$ cat config.mk
export PLATFORM = sky130hd
export DESIGN_NAME = alu_issue_stage
export DESIGN_NICKNAME = d
export VERILOG_FILES = /design/src/rtl/alu_issue_stage_pkg.sv /design/src/rtl/alu_issue_stage_alu_controller.sv /design/src/rtl/alu_issue_stage.sv
export SDC_FILE = /design/constraint.sdc
export NUM_CORES = 1
export LEC_CHECK = 0
export CAP_MARGIN = 30
export CORE_MARGIN = 3
export CORE_UTILIZATION = 37
export DETAILED_ROUTE_END_ITERATION = 8
export PLACE_DENSITY_LB_ADDON = 0.08
export SLEW_MARGIN = 10
export SYNTH_ARGS = -nofsm -noshare
export SYNTH_HDL_FRONTEND = slang
export SYNTH_SLANG_ARGS = --single-unit
$ cat constraint.sdc
create_clock -name clk -period 5.1 [get_ports clk]
set_input_delay 1.275 -clock clk [delete_from_list [all_inputs] [get_ports clk]]
set_output_delay 1.275 -clock clk [all_outputs]
set_load 0.005 [all_outputs]
$ cat src/rtl/alu_issue_stage_pkg.sv
// alu_issue_stage_pkg
// Shared types and constants for the ID/EX issue stage that feeds the ALU.
//   alu_operation_e : operation encoding consumed by the alu block
//   alu_op_e        : coarse ALU op class produced by the main decoder
//   F3_*            : funct3 values recognised by the ALU controller
//   fwd_sel_e       : operand source select for the EX forwarding muxes
package alu_issue_stage_pkg;

    typedef enum logic [1:0] {
        ALU_ADD = 2'b00,
        ALU_SUB = 2'b01,
        ALU_AND = 2'b10,
        ALU_OR  = 2'b11
    } alu_operation_e;

    typedef enum logic [1:0] {
        ALUOP_ADD   = 2'b00,
        ALUOP_SUB   = 2'b01,
        ALUOP_RTYPE = 2'b10,
        ALUOP_ITYPE = 2'b11
    } alu_op_e;

    localparam logic [2:0] F3_ADD = 3'b000;
    localparam logic [2:0] F3_OR  = 3'b110;
    localparam logic [2:0] F3_AND = 3'b111;

    typedef enum logic [1:0] {
        FWD_RF  = 2'b00,
        FWD_MEM = 2'b01,
        FWD_WB  = 2'b10
    } fwd_sel_e;

endpackage

$ cat src/rtl/alu_issue_stage_alu_controller.sv
// alu_controller
// Combinational decode of the main-decoder ALU op class plus funct3/funct7[5]
// into the ALU operation. Unsupported funct3 values for R/I-type decode to
// ALU_ADD and raise illegal.
// Ports:
//   alu_op    in  2  op class (alu_op_e encoding)
//   funct3    in  3  instruction funct3
//   funct7_5  in  1  instruction bit 30 (R-type add/sub select)
//   operation out    decoded alu_operation_e
//   illegal   out 1  unsupported funct3
module alu_controller
    import alu_issue_stage_pkg::*;
(
    input  logic [1:0]     alu_op,
    input  logic [2:0]     funct3,
    input  logic           funct7_5,
    output alu_operation_e operation,
    output logic           illegal
);

    always_comb begin
        operation = ALU_ADD;
        illegal   = 1'b0;
        unique case (alu_op_e'(alu_op))
            ALUOP_ADD: operation = ALU_ADD;
            ALUOP_SUB: operation = ALU_SUB;
            ALUOP_RTYPE: begin
                case (funct3)
                    F3_ADD:  operation = funct7_5 ? ALU_SUB : ALU_ADD;
                    F3_AND:  operation = ALU_AND;
                    F3_OR:   operation = ALU_OR;
                    default: illegal   = 1'b1;
                endcase
            end
            ALUOP_ITYPE: begin
                // funct7[5] is part of the immediate for I-type, so it is ignored
                case (funct3)
                    F3_ADD:  operation = ALU_ADD;
                    F3_AND:  operation = ALU_AND;
                    F3_OR:   operation = ALU_OR;
                    default: illegal   = 1'b1;
                endcase
            end
            default: ;
        endcase
    end

endmodule

$ cat src/rtl/alu_issue_stage.sv
// alu_issue_stage
// ID/EX pipeline register feeding the ALU. Decodes the ALU operation in ID,
// registers instruction fields, and drives operand_a/operand_b/operation.
// stall holds every register; flush loads a bubble and wins over stall.
// Optional feature macro: ALU_ISSUE_FORWARDING_EN
//   defined   : MEM/WB results forwarded into the operands (MEM first, x0 never)
//   undefined : operands come straight from registered RF data / imm and the
//               mem_*/wb_* inputs are ignored
// Ports:
//   clk, reset (async, active-high)
//   id_valid, id_ready (= !stall), stall, flush
//   id_rs1_data, id_rs2_data, id_imm        ID data
//   id_rs1, id_rs2, id_rd                   ID register indices
//   id_alu_op, id_funct3, id_funct7_5       decode inputs
//   id_alu_src, id_reg_write                ID control
//   mem_rd/wb_rd, mem_reg_write/wb_reg_write, mem_result/wb_result  forwarding sources
//   ex_valid, operand_a, operand_b, operation, ex_rd, ex_reg_write, ex_illegal
module alu_issue_stage
    import alu_issue_stage_pkg::*;
#(
    parameter int unsigned DW = 32,
    parameter int unsigned RW = 5
) (
    input  logic           clk,
    input  logic           reset,
    input  logic           id_valid,
    output logic           id_ready,
    input  logic           stall,
    input  logic           flush,
    input  logic [DW-1:0]  id_rs1_data,
    input  logic [DW-1:0]  id_rs2_data,
    input  logic [DW-1:0]  id_imm,
    input  logic [RW-1:0]  id_rs1,
    input  logic [RW-1:0]  id_rs2,
    input  logic [RW-1:0]  id_rd,
    input  logic [1:0]     id_alu_op,
    input  logic [2:0]     id_funct3,
    input  logic           id_funct7_5,
    input  logic           id_alu_src,
    input  logic           id_reg_write,
    input  logic [RW-1:0]  mem_rd,
    input  logic [RW-1:0]  wb_rd,
    input  logic           mem_reg_write,
    input  logic           wb_reg_write,
    input  logic [DW-1:0]  mem_result,
    input  logic [DW-1:0]  wb_result,
    output logic           ex_valid,
    output logic [DW-1:0]  operand_a,
    output logic [DW-1:0]  operand_b,
    output alu_operation_e operation,
    output logic [RW-1:0]  ex_rd,
    output logic           ex_reg_write,
    output logic           ex_illegal
);

    alu_operation_e id_operation;
    logic           id_illegal;

    logic [DW-1:0]  rs1_data_q;
    logic [DW-1:0]  rs2_data_q;
    logic [DW-1:0]  imm_q;
    logic [RW-1:0]  rs1_q;
    logic [RW-1:0]  rs2_q;
    logic           alu_src_q;
    logic           reg_write_q;
    logic           illegal_q;
    logic [DW-1:0]  fwd_a;
    logic [DW-1:0]  fwd_b;

    alu_controller u_alu_controller (
        .alu_op    (id_alu_op),
        .funct3    (id_funct3),
        .funct7_5  (id_funct7_5),
        .operation (id_operation),
        .illegal   (id_illegal)
    );

    assign id_ready = ~stall;

    always_ff @(posedge clk or posedge reset) begin
        if (reset) begin
            ex_valid    <= 1'b0;
            ex_rd       <= '0;
            reg_write_q <= 1'b0;
            illegal_q   <= 1'b0;
            operation   <= ALU_ADD;
            rs1_data_q  <= '0;
            rs2_data_q  <= '0;
            imm_q       <= '0;
            rs1_q       <= '0;
            rs2_q       <= '0;
            alu_src_q   <= 1'b0;
        end else if (flush) begin
            // Bubble: only the qualifying bits are cleared, datapath fields hold
            ex_valid    <= 1'b0;
            reg_write_q <= 1'b0;
            illegal_q   <= 1'b0;
        end else if (!stall) begin
            ex_valid    <= id_valid;
            ex_rd       <= id_rd;
            reg_write_q <= id_reg_write;
            illegal_q   <= id_illegal;
            operation   <= id_operation;
            rs1_data_q  <= id_rs1_data;
            rs2_data_q  <= id_rs2_data;
            imm_q       <= id_imm;
            rs1_q       <= id_rs1;
            rs2_q       <= id_rs2;
            alu_src_q   <= id_alu_src;
        end
    end

`ifdef ALU_ISSUE_FORWARDING_EN
    fwd_sel_e sel_a;
    fwd_sel_e sel_b;

    always_comb begin
        sel_a = FWD_RF;
        if (mem_reg_write && (mem_rd == rs1_q) && (rs1_q != '0))
            sel_a = FWD_MEM;
        else if (wb_reg_write && (wb_rd == rs1_q) && (rs1_q != '0))
            sel_a = FWD_WB;

        sel_b = FWD_RF;
        if (mem_reg_write && (mem_rd == rs2_q) && (rs2_q != '0))
            sel_b = FWD_MEM;
        else if (wb_reg_write && (wb_rd == rs2_q) && (rs2_q != '0))
            sel_b = FWD_WB;
    end

    always_comb begin
        case (sel_a)
            FWD_MEM: fwd_a = mem_result;
            FWD_WB:  fwd_a = wb_result;
            default: fwd_a = rs1_data_q;
        endcase
        case (sel_b)
            FWD_MEM: fwd_b = mem_result;
            FWD_WB:  fwd_b = wb_result;
            default: fwd_b = rs2_data_q;
        endcase
    end
`else
    logic unused_fwd;

    assign fwd_a = rs1_data_q;
    assign fwd_b = rs2_data_q;
    // Forwarding sources stay on the port list for drop-in compatibility
    assign unused_fwd = ^{mem_rd, wb_rd, mem_reg_write, wb_reg_write,
                          mem_result, wb_result, rs1_q, rs2_q};
`endif

    assign operand_a    = fwd_a;
    assign operand_b    = alu_src_q ? imm_q : fwd_b;
    assign ex_reg_write = reg_write_q & ex_valid;
    assign ex_illegal   = illegal_q & ex_valid;

endmodule

==> Word level (Yosys, flattened, before mapping) <==
Cells that the tools add are included.
{ "word_totals": {"wordCells": 37, "reg_bits": 107, "in_bits": 200, "out_inout_bits": 75} }
{ "op_classes": {"n_eq_ne": 6, "n_bitwise": 4, "n_reduce_logical": 5, "mux": 13} }
{ "ops": {"columns": ["op", "n"], "rows": [
  ["32-bit 2-to-1 mux", 1],
  ["1-bit 2-to-1 mux", 9],
  ["2-bit one-hot mux with 4 select lines", 1],
  ["3-bit equality test, second input constant", 2],
  ["2-bit one-hot mux with 3 select lines", 1],
  ["2-bit equality test, second input constant", 2],
  ["2-bit one-hot mux with 2 select lines", 1],
  ["3-bit logical NOT", 1],
  ["3-bit OR reduction", 1],
  ["1-bit AND", 2],
  ["2-bit by 1-bit equality test with 1-bit output, second input constant", 1],
  ["2-bit logical NOT", 1],
  ["2-bit by 1-bit inequality test with 1-bit output, second input constant", 1],
  ["1-bit NOT", 2],
  ["2-bit AND reduction", 1],
  ["2-bit OR reduction", 1]
]} }

==> Logic depth before layout (Yosys ltp) <==
{ "logic_depth": {"word_depth": 6, "ltp_mapped": 6} }

==> Cells and area by module <==
From an unflattened synthesis, not the netlist that was laid out.
{ "hier_totals": {"hier_cells": 279, "area_unflattened_um2": 4758.3} }
{ "modules_own_cells": {"columns": ["module", "instances", "cells_each", "seq_area_each_um2", "area_per_inst_um2"], "rows": [
  ["alu_issue_stage", 1, 270, 2677.6, 4703.3],
  ["alu_controller", 1, 9, 0.0, 55.1]
]} }

==> Worst setup path before layout <==
Ideal clock, no wire load.
{ "synth_timing": {"kind": "input -> output", "start": "input port stall", "end": "output port id_ready", "path_slack_ns": 2.381, "path_stages": 2, "t_arrival_ns": 1.444, "t_required_ns": 3.825, "path_cell_list": "buf_6 > inv_1"} }
{ "synth_via": {"elab_chain_len": 1} }
{ "synth_rtl": {"columns": ["element", "line_no", "source"], "rows": [
  ["start, declared", "alu_issue_stage.sv:28", "input logic stall,"],
  ["1-bit NOT (no line)", null, null],
  ["end, declared", "alu_issue_stage.sv:27", "output logic id_ready,"]
]} }
No other way between the ends.

==> Final worst setup path <==
{ "layout_timing": {"start": "register alu_src_q", "end": "output port operand_b[19]"} }
{ "layout_via": {"elab_chain_len": 1} }
{ "layout_rtl": {"columns": ["element", "line_no", "source"], "rows": [
  ["start, declared", "alu_issue_stage.sv:64", "logic alu_src_q;"],
  ["start signal, assigned", "alu_issue_stage.sv:109", "alu_src_q <= id_alu_src;"],
  ["32-bit 2-to-1 mux", "alu_issue_stage.sv:154", "assign operand_b = alu_src_q ? imm_q : fwd_b;"],
  ["end, declared", "alu_issue_stage.sv:49", "output logic [DW-1:0] operand_b,"]
]} }
No other way between the ends.

==> impl_metrics.ini <==
[min_path]
hold_path.class = register to register
hold-path-cell-count = 1
min_from = operand_a[3]$_DFFE_PP0P_
hold_end = operand_a[3]$_DFFE_PP0P_

[clock_tree]
postCtsResizedCells = 0
clk_path_buf_depth = 2
clk_latency_ns = 0.34
clk_pin_slew_ns = 0.07
cts_tree = built
clockRootBuffer = clkbuf_16
ctsHoldBuffers = 0
clkSinkCount = 107
cts_buffers = 9
post_cts_buffers = 0
cts_htree_levels = 3

[die]
dieArea_um2 = 13400
core-area_um2 = 11600
floorplan.initialDensity = 0.385
die-width_um = 116
ios = 275
floorplan.die.height_um = 116
rows = 39

[routing]
vias_per_cell = 4.75
totalWireLength_mm = 10.2
drt_iter0_markers = 105
first_pass_iters = 2
drc_errors = 0
antenna_left = 0
detail_route.wl_per_cell_um = 16.5
vias = 2928

[synth]
synth_cell_types = 21
synth_seq_cells = 107
yosysWarnings = 0
synth_nets = 480
ys_seq_area_frac = 0.602
syn-cell-area_um2 = 4450
synthesis.instances = 280
syn_area_per_cell_um2 = 15.9

[sta]
fin_skew_ns = 0
maxSlewViolCount = 0
fmax_mhz = 266
finalSetupTns_ns = 0
relSlewSlack = 0.417
timing.final.ws_setup_ns = 1.35
fin_crit_sh = 0.736
tightest_slew_ns = 0.874
hold_viol = 0
setup_viol = 0
finalCriticalPeriod_ns = 3.75
rsz0062_at_grt = no

[final_layout]
final_util = 0.587
syn2layout_area_growth_pct = 52.7
drive_gt1_frac = 0.233
seqCellArea_um2 = 2680
multi_input_area_um2 = 1640
postLayoutCellArea_um2 = 6790
antennaDiodeCount = 0
num-fill-cells = 981
final_net_count = 668

[setup_path]
worst_setup_path_start_kind = register
worst_r2r_path_depth = 1
cp_top_family = flip-flops
slowest_stage = dfrtp_1
end_kind = primary output
path_class = register to primary output
crit_required_ns = 3.83
regToRegSetupSlack_ns = 3.84
cpPeakStageDelay_ns = 0.92
r2r_start = alu_src_q$_DFFE_PP0P_
cp_cell_sequence = buf_4 > mux2_2 > clkdlybuf4s50_1
critPathBufInv = 2
cp_data_arrival_time_ns = 2.48
worstReg2RegEnd = alu_src_q$_DFFE_PP0P_
cp_max_fo = 19

[placed_design]
dpl-instance-area_um2 = 6430
hpwl_mm = 7.39
port_buffers = 188
gp_congestion = 0.690
pre_cts_ws_ns = 1.37

[global_routing]
grt_pass1_wl_mm = 16.1
track_usage = 0.158
antenna_found_initial = 0
grt_start_max_net_pins = 59
grt_overflow = 0
first_global_vias = 3229

[power]
p_leak_nw = 2.77
power.density_nw_per_um2 = 356
power.total_mw = 2.42
irDropWorstVdd_mv = 0.215

[status]
status = finished, final reports clean

[flow_run]
maxCapViolations = 0
==> worst max path at each step <==
| stage | start | to | slack (ns) | cells after the start |
|---|---|---|---|---|
| final | alu_src_q$_DFFE_PP0P_ | operand_b[19] | 1.35 | 3 |
| after global routing | alu_src_q$_DFFE_PP0P_ | operand_b[27] | 1.20 | 3 |
| after global placement | stall | id_ready | 1.35 | 3 |
| after CTS | alu_src_q$_DFFE_PP0P_ | operand_b[16] | 1.29 | 3 |
| after detailed placement | stall | id_ready | 1.37 | 3 |
| after floorplan | reset | alu_src_q$_DFFE_PP0P_ | 1.01 | 1 |
==> sequential cells by signal, indices dropped and copies added (netlist names) <==
signal and cells:
fwd_b 32, imm_q 32, operand_a 32, ex_rd 5, operation 2, alu_src_q 1
ex_valid 1, illegal_q 1, reg_write_q 1
==> power breakdown <==
group,total (mW),internal (mW),switching [mW]
Combinational,0.544,0.386,0.158
Sequential,1.04,0.970,0.0654
Clock,0.836,0.528,0.307
==> placed cells by master, fill, tap and decap left out, drive strengths merged, types with 2 or more instances in the layout <==
cell type	Yosys	final
bufinv	0	4
nand2	2	2
dfrtp	107	107
buf	15	5
mux2	134	134
nor2	4	4
o21ai	2	2
mux2i	2	2
and2	3	3
clkdlybuf4s50	0	188
clkinvlp	0	2
inv	2	2
clkbuf	1	9
==> metrics by stage <==
| step | std cells | hold slack [ns] |
|---|---|---|
| 6_report | 616 | 0.483 |
| 5_1_grt | 616 | 0.500 |
| 4_1_cts | 616 | 0.490 |
| 3_5_place_dp | 600 | 0.474 |
| 3_3_place_gp | 600 | 0.463 |
| 2_1_floorplan | 280 | 0.452 |
==> synth_stat cells <==
library cell | n | share of area
o21ai_0 | 2 | 0.0023
inv_1 | 2 | 0.0017
nor2b_1 | 1 | 0.0014
or4b_1 | 1 | 0.0023
nor2_1 | 3 | 0.0025
nand3_1 | 1 | 0.0011
nand2b_1 | 1 | 0.0014
dfrtp_1 | 107 | 0.60
and2_1 | 3 | 0.0042
buf_2 | 8 | 0.0090
mux2_1 | 47 | 0.12
clkbuf_1 | 1 | 0.00084
nand2_1 | 2 | 0.0017
buf_6 | 7 | 0.018
nor4b_1 | 1 | 0.0020
nor3_1 | 1 | 0.0011
a31oi_1 | 1 | 0.0014
nor2_4 | 1 | 0.0025
a21oi_1 | 1 | 0.0011
mux2i_1 | 2 | 0.0045
mux2_2 | 87 | 0.22
==> cells by family (layout without fill, tap and decap cells) <==
kind of cell,count (synthesis),count (layout),synth area share
flops,107,107,0.602
buf+inv,18,211,0.0293
simple gates,15,15,0.0203
compound gates,4,4,0.00478
mux,136,136,0.344
==> metal layers <==
metal,global-route usage,share of wire
met2,0.263,0.49
met4,0.0441,0.010
met1,0.179,0.39
met5,0,0
met3,0.0809,0.10
==> final cells by class <==
| cell class | count | area share |
|---|---|---|
| multi-input cells | 155 | 0.242 |
| clock inverters | 7 | 0.0206 |
| clock buffers | 9 | 0.0332 |
| inverters | 2 | 0.00147 |
| repair buffers | 193 | 0.283 |
| well taps | 143 | 0.0263 |
| flip-flops and latches | 107 | 0.394 |
(Power assumes the default switching activity.)
